===== config.mk =====
export PLATFORM = sky130hd
export DESIGN_NAME = pc_int_ctrl
export DESIGN_NICKNAME = d
export VERILOG_FILES = /design/src/rtl/pc_int_ctrl.sv
export SDC_FILE = /design/constraint.sdc
export NUM_CORES = 1
export LEC_CHECK = 0
export ABC_AREA = 1
export BUFFER_PORTS_ARGS = -buffer_cell sky130_fd_sc_hd__buf_4
export CORE_MARGIN = 4
export CORE_UTILIZATION = 50
export CTS_BUF_LIST = sky130_fd_sc_hd__clkbuf_4 sky130_fd_sc_hd__clkbuf_8
export DETAILED_ROUTE_END_ITERATION = 8
export HOLD_SLACK_MARGIN = 0.02
export MAX_ROUTING_LAYER = met4
export PLACE_DENSITY = 0.71
export SLEW_MARGIN = 25
export SYNTH_ARGS = -nofsm -noshare
export SYNTH_HDL_FRONTEND = slang
export SYNTH_SLANG_ARGS = --single-unit

===== constraint.sdc =====
create_clock -name clk -period 7.6 [get_ports clk]
set_clock_uncertainty 0.05 [all_clocks]
set_input_delay 1.9 -clock clk [delete_from_list [all_inputs] [get_ports clk]]
set_output_delay 1.9 -clock clk [all_outputs]
set_load 0.005 [all_outputs]

===== src/rtl/pc_int_ctrl.sv =====
`default_nettype none
//==============================================================================================
// pc_int_ctrl - PC register with synchronised interrupt entry and a nested return-address stack.
// Option macro PC_INT_TAILCHAIN_EN: iret with an interrupt pending re-enters the ISR directly. Rev 1.0
//==============================================================================================
module pc_int_ctrl #(
   parameter int unsigned   AW          = 32,
   parameter logic [AW-1:0] PC_STEP     = AW'(1),
   parameter logic [AW-1:0] RESET_PC    = '0,
   parameter logic [AW-1:0] INT_VEC     = AW'('h40),
   parameter int unsigned   STACK_DEPTH = 4
) (
   input  logic          clk,
   input  logic          rst,
   input  logic          INT,
   input  logic          updPC,
   input  logic          isBranch,
   input  logic [AW-1:0] brTarget,
   input  logic          iret,
   output logic [AW-1:0] PC,
   output logic [AW-1:0] NPC,
   output logic          int_ack,
   output logic          in_isr,
   output logic [4:0]    depth,
   output logic          stk_err
);
   localparam int unsigned IW        = (STACK_DEPTH > 1) ? $clog2(STACK_DEPTH) : 1;
   localparam logic [4:0]  DEPTH_MAX = 5'(STACK_DEPTH);

   logic [AW-1:0] pc_q, pc_d;
   logic [4:0]    depth_q, depth_d;
   logic          pending_q, pending_d;
   logic          int_ack_q, int_ack_d;
   logic          stk_err_q, stk_err_d;
   logic          sync1_q, sync2_q, sync_dly_q;
   logic [AW-1:0] stack_q [2**IW];

   logic [AW-1:0] seq_next;
   logic          int_rise;
   logic          take;
   logic          push_en;
   logic [IW-1:0] top_idx;
   logic [IW-1:0] push_idx;

   assign NPC      = pc_q + PC_STEP;
   assign seq_next = isBranch ? brTarget : NPC;
   assign int_rise = sync2_q & ~sync_dly_q;
   assign top_idx  = IW'(depth_q - 5'd1);
   assign push_idx = IW'(depth_q);

   always_comb begin
      pc_d      = pc_q;
      depth_d   = depth_q;
      stk_err_d = stk_err_q;
      take      = 1'b0;
      push_en   = 1'b0;
      if (updPC) begin
         if (iret && (depth_q != 5'd0)) begin
`ifdef PC_INT_TAILCHAIN_EN
            // Pending ISR runs in place of the return; the stacked address stays for its iret.
            if (pending_q) begin
               pc_d = INT_VEC;
               take = 1'b1;
            end else begin
               pc_d    = stack_q[top_idx];
               depth_d = depth_q - 5'd1;
            end
`else
            pc_d    = stack_q[top_idx];
            depth_d = depth_q - 5'd1;
`endif
         end else if (iret) begin
            stk_err_d = 1'b1;
            pc_d      = seq_next;
         end else if (pending_q && (depth_q < DEPTH_MAX)) begin
            push_en = 1'b1;
            depth_d = depth_q + 5'd1;
            pc_d    = INT_VEC;
            take    = 1'b1;
         end else begin
            pc_d = seq_next;
         end
      end
      int_ack_d = take;
      // A fresh edge in the servicing cycle must not be lost: set wins over clear.
      pending_d = (pending_q & ~take) | int_rise;
   end

   always_ff @(posedge clk or posedge rst) begin
      if (rst) begin
         pc_q       <= RESET_PC;
         depth_q    <= '0;
         pending_q  <= 1'b0;
         int_ack_q  <= 1'b0;
         stk_err_q  <= 1'b0;
         sync1_q    <= 1'b0;
         sync2_q    <= 1'b0;
         sync_dly_q <= 1'b0;
      end else begin
         pc_q       <= pc_d;
         depth_q    <= depth_d;
         pending_q  <= pending_d;
         int_ack_q  <= int_ack_d;
         stk_err_q  <= stk_err_d;
         sync1_q    <= INT;
         sync2_q    <= sync1_q;
         sync_dly_q <= sync2_q;
      end
   end

   always_ff @(posedge clk) begin
      if (push_en) begin
         stack_q[push_idx] <= seq_next;
      end
   end

   assign PC      = pc_q;
   assign int_ack = int_ack_q;
   assign in_isr  = (depth_q != 5'd0);
   assign depth   = depth_q;
   assign stk_err = stk_err_q;

endmodule
`default_nettype wire


; Yosys cells after proc, flatten, opt, wreduce, memory -nomap -nowiden
; Memory sizes are Yosys's and may differ from the RTL's.
; Cells that the tools add are included.
[classes]
muxes = 13
n_bitwise = 6
n_eq_ne = 1
n_lt_le_gt_ge = 1
n_addsub = 3
n_reduce_logical = 6
[op_table]
columns = operator, count
row1 = $mux W32, 4
row2 = $add A32 B1 Y32 const B, 1
row3 = $mux W5, 3
row4 = $mux W1, 6
row5 = $reduce_and A3 Y1, 2
row6 = $add A5 B1 Y5 const B, 1
row7 = $lt A5 B3 Y1 const B, 1
row8 = $reduce_bool A5 Y1, 1
row9 = $sub A5 B1 Y5 const B, 1
row10 = $not A1 Y1, 3
row11 = $and A1 B1 Y1, 2
row12 = $logic_and A1 B1 Y1, 2
row13 = $ne A2 B1 Y1 const B, 1
row14 = $reduce_bool A2 Y1, 1
row15 = $or A1 B1 Y1, 1
[totals]
elab_cells = 39
mem_count = 1
ram_bits = 128
regBits = 43
[mem_list]
columns = memory, depth, width, read_ports, rd_ports_with_merged_regs, write_ports, line_no
row1 = stack_q, 4, 32, 1, 0, 1, 36  ; logic [AW-1:0] stack_q [2**IW];

; Depth between registers and ports, before layout
[logic_depth]
ltp_word = 9
depth_mapped = 11

; Worst setup path before layout
; No wires, ideal clock.
[synth_path]
path_type = input to register
from = input port updPC
to = memory stack_q[0][0], enable pin
stages = 5
slack_ns = 3.309
n_path_buf = 1
arrival_time_ns = 3.820
cell_sequence = clkbuf_1 -> inv_2 -> nor3_2 -> inv_2 -> nor2_1
[synth_via]
elab_chain_len = 3
[synth_lines]
columns = item, line_no
row1 = start: declaration, 16  ; input logic updPC,
row2 = $mux W1, n/a
row3 = named net int_ack_d, 33  ; logic int_ack_q, int_ack_d;
row4 = $mux W1, 112  ; if (push_en) begin
row5 = $mux W1 (not written as such), 113  ; stack_q[push_idx] <= seq_next;
row6 = end: declaration, 36
; The timed path passes the listed nets, and every way through them passes these cells.

; Worst setup path in the final report
[layout_path]
from = input port updPC
to = memory stack_q[2][29], enable pin
; The elaborated chain is that of the path after synthesis.

==> results.txt <==
----------------------------------------------------
[Outcome]
  Outcome ... completed

[Logic synthesis]
  #FFs+latches synth ... ~170
  Xor and xnor fraction of the mapped netlist area ... under 10%
  Combined area of all synthesized cells ... around 8300 um^2
  Syn Nets ... slightly above 900
  Largest cells by area after synthesis ... edfxtp_1, dfrtp_1, nand2_1, nor2_1, o21ai_0
  Most used DFF post-synth ... edfxtp_1
  Cells after synthesis ... 871
  Cell taking the most area after synthesis ... edfxtp_1
  Mean cell area of the mapped netlist ... approximately 9.6 um^2
  Simple logic cell fraction of the synthesized area ... 21.8%
  Yosys warns ... 0
  Number of flops mapped to enable cells by yosys ... roughly 130
  Post-synth top cells ... nand2_1, nor2_1, edfxtp_1
  Sequential share of the synthesized area ... a little under 60%
  Adder and majority cell fraction of the synthesized area ... less than 1%
  Cell with the most instances after synthesis ... nand2_1
  Share of the synthesized area in the top cell type ... about 46%
  Async SR Flop Fraction ... roughly a quarter
  Portion of netlist area occupied by mux cells ... 0%
  Dominant combinational cell family by area after synthesis ... simple AND/OR/NAND/NOR gates
  Compound-Gate Fraction of Synth Area ... 12.5%
  Count of different cell masters after synthesis ... approximately 40

[Global route]
  Initial antenna violation count ... 0
  GR Util All Layers ... about a quarter
  Overflow left after global routing ... 0
  Number of global-route vias before repair ... 6289
  Maximum number of pins on one net before global-route repair ... 70
  Global-route wire length before repair ... between 30000 and 40000 um

[CTS]
  Hold-fix buffers, CTS ... 0
  CTS max path bufs ... 2
  TritonCTS Buffers ... 17
  Setup Fix Bufs, Post-CTS ... 0
  Clock tree from TritonCTS ... built
  Worst-skew pair later-pin latency ... between 0.4 and 0.5 ns
  Clock transition at the registers of the reported paths ... about 0.09 ns
  Number of gates resized after cts ... 0
  Root Buffer Master ... clkbuf_8
  H-tree lvl count ... 4
  Sinks on the clock net ... between 150 and 200

[Finish]
  Sequential cell area ... between 4000 and 5000 um^2
  Post-route design area ... 9720 um^2
  Area taken by multi-input logic gates ... 3060 um^2
  Final #Nets ... around 1000
  Synth-to-Final Area Change ... 16.5%
  Final std cells w/o fill ... ~1200
  Antenna cell count ... 0
  Fillers ... 1407
  Share of cells above drive strength 1 ... a little under a quarter

[Drt]
  Average wire per cell in the routed design ... ~19 um
  DRT Wirelength ... between 20000 and 25000 um
  Number of vias after detailed routing ... ~6600
  Drt initial violations ... 790
  Final antenna-violating net count ... 0
  DRC ... 0
  Post-detailed-route via-to-cell ratio ... between 5 and 6
  Detailed-routing iteration count for the pre-antenna-repair pass ... 5

[Timing]
  Max-slew violations ... 0
  Minimum clock period ... about 4.3 ns
  Hold Vio Cnt, Final ... 0
  Max Freq ... 235 MHz
  Worst hold slack ... slightly below 0.3 ns
  Tightest Pin Transition ... roughly 0.98 ns
  Final setup fails ... 0
  Setup repair after global routing missed its margin ... no
  Normalized max-slew margin ... 34.3%
  Final total negative setup slack ... 0 ns
  Fin crit share ... a little under three fifths

[Power and ir drop]
  Power Internal ... roughly 0.0020 W
  Switching power summed over all nets ... between 0.001 and 0.0015 W
  Clock Power Share ... 18.1%
  Overall Power ... about 0.0034 W
  Share of total power in combinational logic ... between 40% and 50%
  Proportion of power drawn by flip-flops and latches ... 38.6%
  Max VDD drop ... 0.000205 V
  Static Leakage ... between 3 and 4 nW
  Power density over cell area ... about 350 nW/um^2
  Share of total power consumed by net switching ... 40.9%

[Worst setup path]
  Crit-path max cell delay ... between 0.7 and 0.8 ns
  Cell-by-cell trace of the critical path ... buf_4, inv_2, nor3_2, inv_2, nor2_2, buf_4
  Kind of start point of the critical path ... input port
  Kind of end point of the critical path ... flop
  Largest delay contributor family on the critical path ... buffers and inverters
  Reg2Reg Setup Slack ... 4.28 ns
  Worst endpoint required time ... between 7 and 8 ns
  Worst path buffer plus inverter count ... 4
  Worst Path Class, Setup ... in -> reg
  Critical path data arrival time ... approximately 4.4 ns
  Highest fanout seen on the critical path ... 37
  Slowest stage cell on the critical path ... nor2_2

[Placement]
  Number of input and output port buffers inserted ... around 110
  Placer Congestion ... about 0.92
  Cell count after placement ... around 1200
  DP Wirelength ... 14400 um
  Post-placement cell area ... slightly above 9000 um^2

[Min path]
  Hold Path Class ... reg -> reg

[Floorplanning]
  Die Area ... roughly 19000 um^2
  Starting utilization of the core area ... approximately half
  Y dimension of the die ... 137 um
  Count of pins on the block boundary ... 110
  Die X-Extent ... around 140 um
  Total core area ... between 15000 and 20000 um^2
  Rows ... 46

[Job]
  Max-cap viol count ... 0

----------------------------------------------------
[sequential cells by signal, summed over array words and instances, names as in the netlist]
register and flops:
stack_q 128, PC 32, depth 5, int_ack 1, pending_q 1, stk_err 1, sync1_q 1, sync2_q 1
sync_dly_q 1
[cell families after synthesis]
| family | after synthesis |
|---|---|
| flops | 171 |
| simple gates | 403 |
| compound gates | 188 |
| xor+xnor | 11 |
| fa+ha+maj | 6 |
| buf+inv | 92 |
[metrics by stage]
| step | util [%] | worst slack, ns |
|---|---|---|
| floorplan | - | 3.31 |
| global placement | 58.0 | 2.95 |
| detailed placement | 58.0 | 2.87 |
| CTS | 60.3 | 3.36 |
| global route | 60.3 | 3.20 |
| finish | 60.3 | 3.35 |
[metal layers]
layer	vias up	share of wire [%]	track usage (%)
li1	3181	-	-
met4	0	1.9	8.26
met1	3175	44	34.6
met2	262	48	39.4
met3	30	6.5	3.47
met5	-	0	-
[final timing paths]
path / startpoint / end / depth (start not counted)
min in group asynchronous: rst / sync2_q$_DFF_PP0_ / 3
setup / recovery: updPC / stack_q[2][29]$_DFFE_PP_ / 6
max in group asynchronous: rst / depth[0]$_DFFE_PP0P_ / 3
setup reg to reg: depth[0]$_DFFE_PP0P_ / stack_q[2][29]$_DFFE_PP_ / 7
hold reg to reg: sync1_q$_DFF_PP0_ / sync2_q$_DFF_PP0_ / 0
hold / removal: sync1_q$_DFF_PP0_ / sync2_q$_DFF_PP0_ / 0
[final cells by class]
| type | count | share of cell area [%] |
|---|---|---|
| clock inverter | 12 | 1.30 |
| clock buffer | 20 | 2.64 |
| inverter | 52 | 2.01 |
| multi-input combinational | 608 | 31.5 |
| sequential | 171 | 50.6 |
| tap | 216 | 2.78 |
| timing repair buffer | 119 | 9.19 |
[power groups by stage]
stage | clock network [W] | registers [W] | logic (W)
floorplan | 0 | 0.00129 | 0.000907
global route | 0.000670 | 0.00134 | 0.00167
finish | 0.000622 | 0.00133 | 0.00149
CTS | 0.000632 | 0.00132 | 0.00149
global placement | 0 | 0.00134 | 0.00146
detailed placement | 0 | 0.00134 | 0.00148
[cell usage in the layout (no fill, tap or decap), types with 31 or more instances in the layout]
master    netlist  routed
a21oi_1        59      59
buf_4           3     119
dfrtp_1        43      42
edfxtp_1      128     128
inv_1          45      43
nand2_1       147     147
nand3_1        58      58
nor2_1        129     126
o21ai_0        75      75
o22ai_1        31      31
Power figures use the tool's default switching activity.
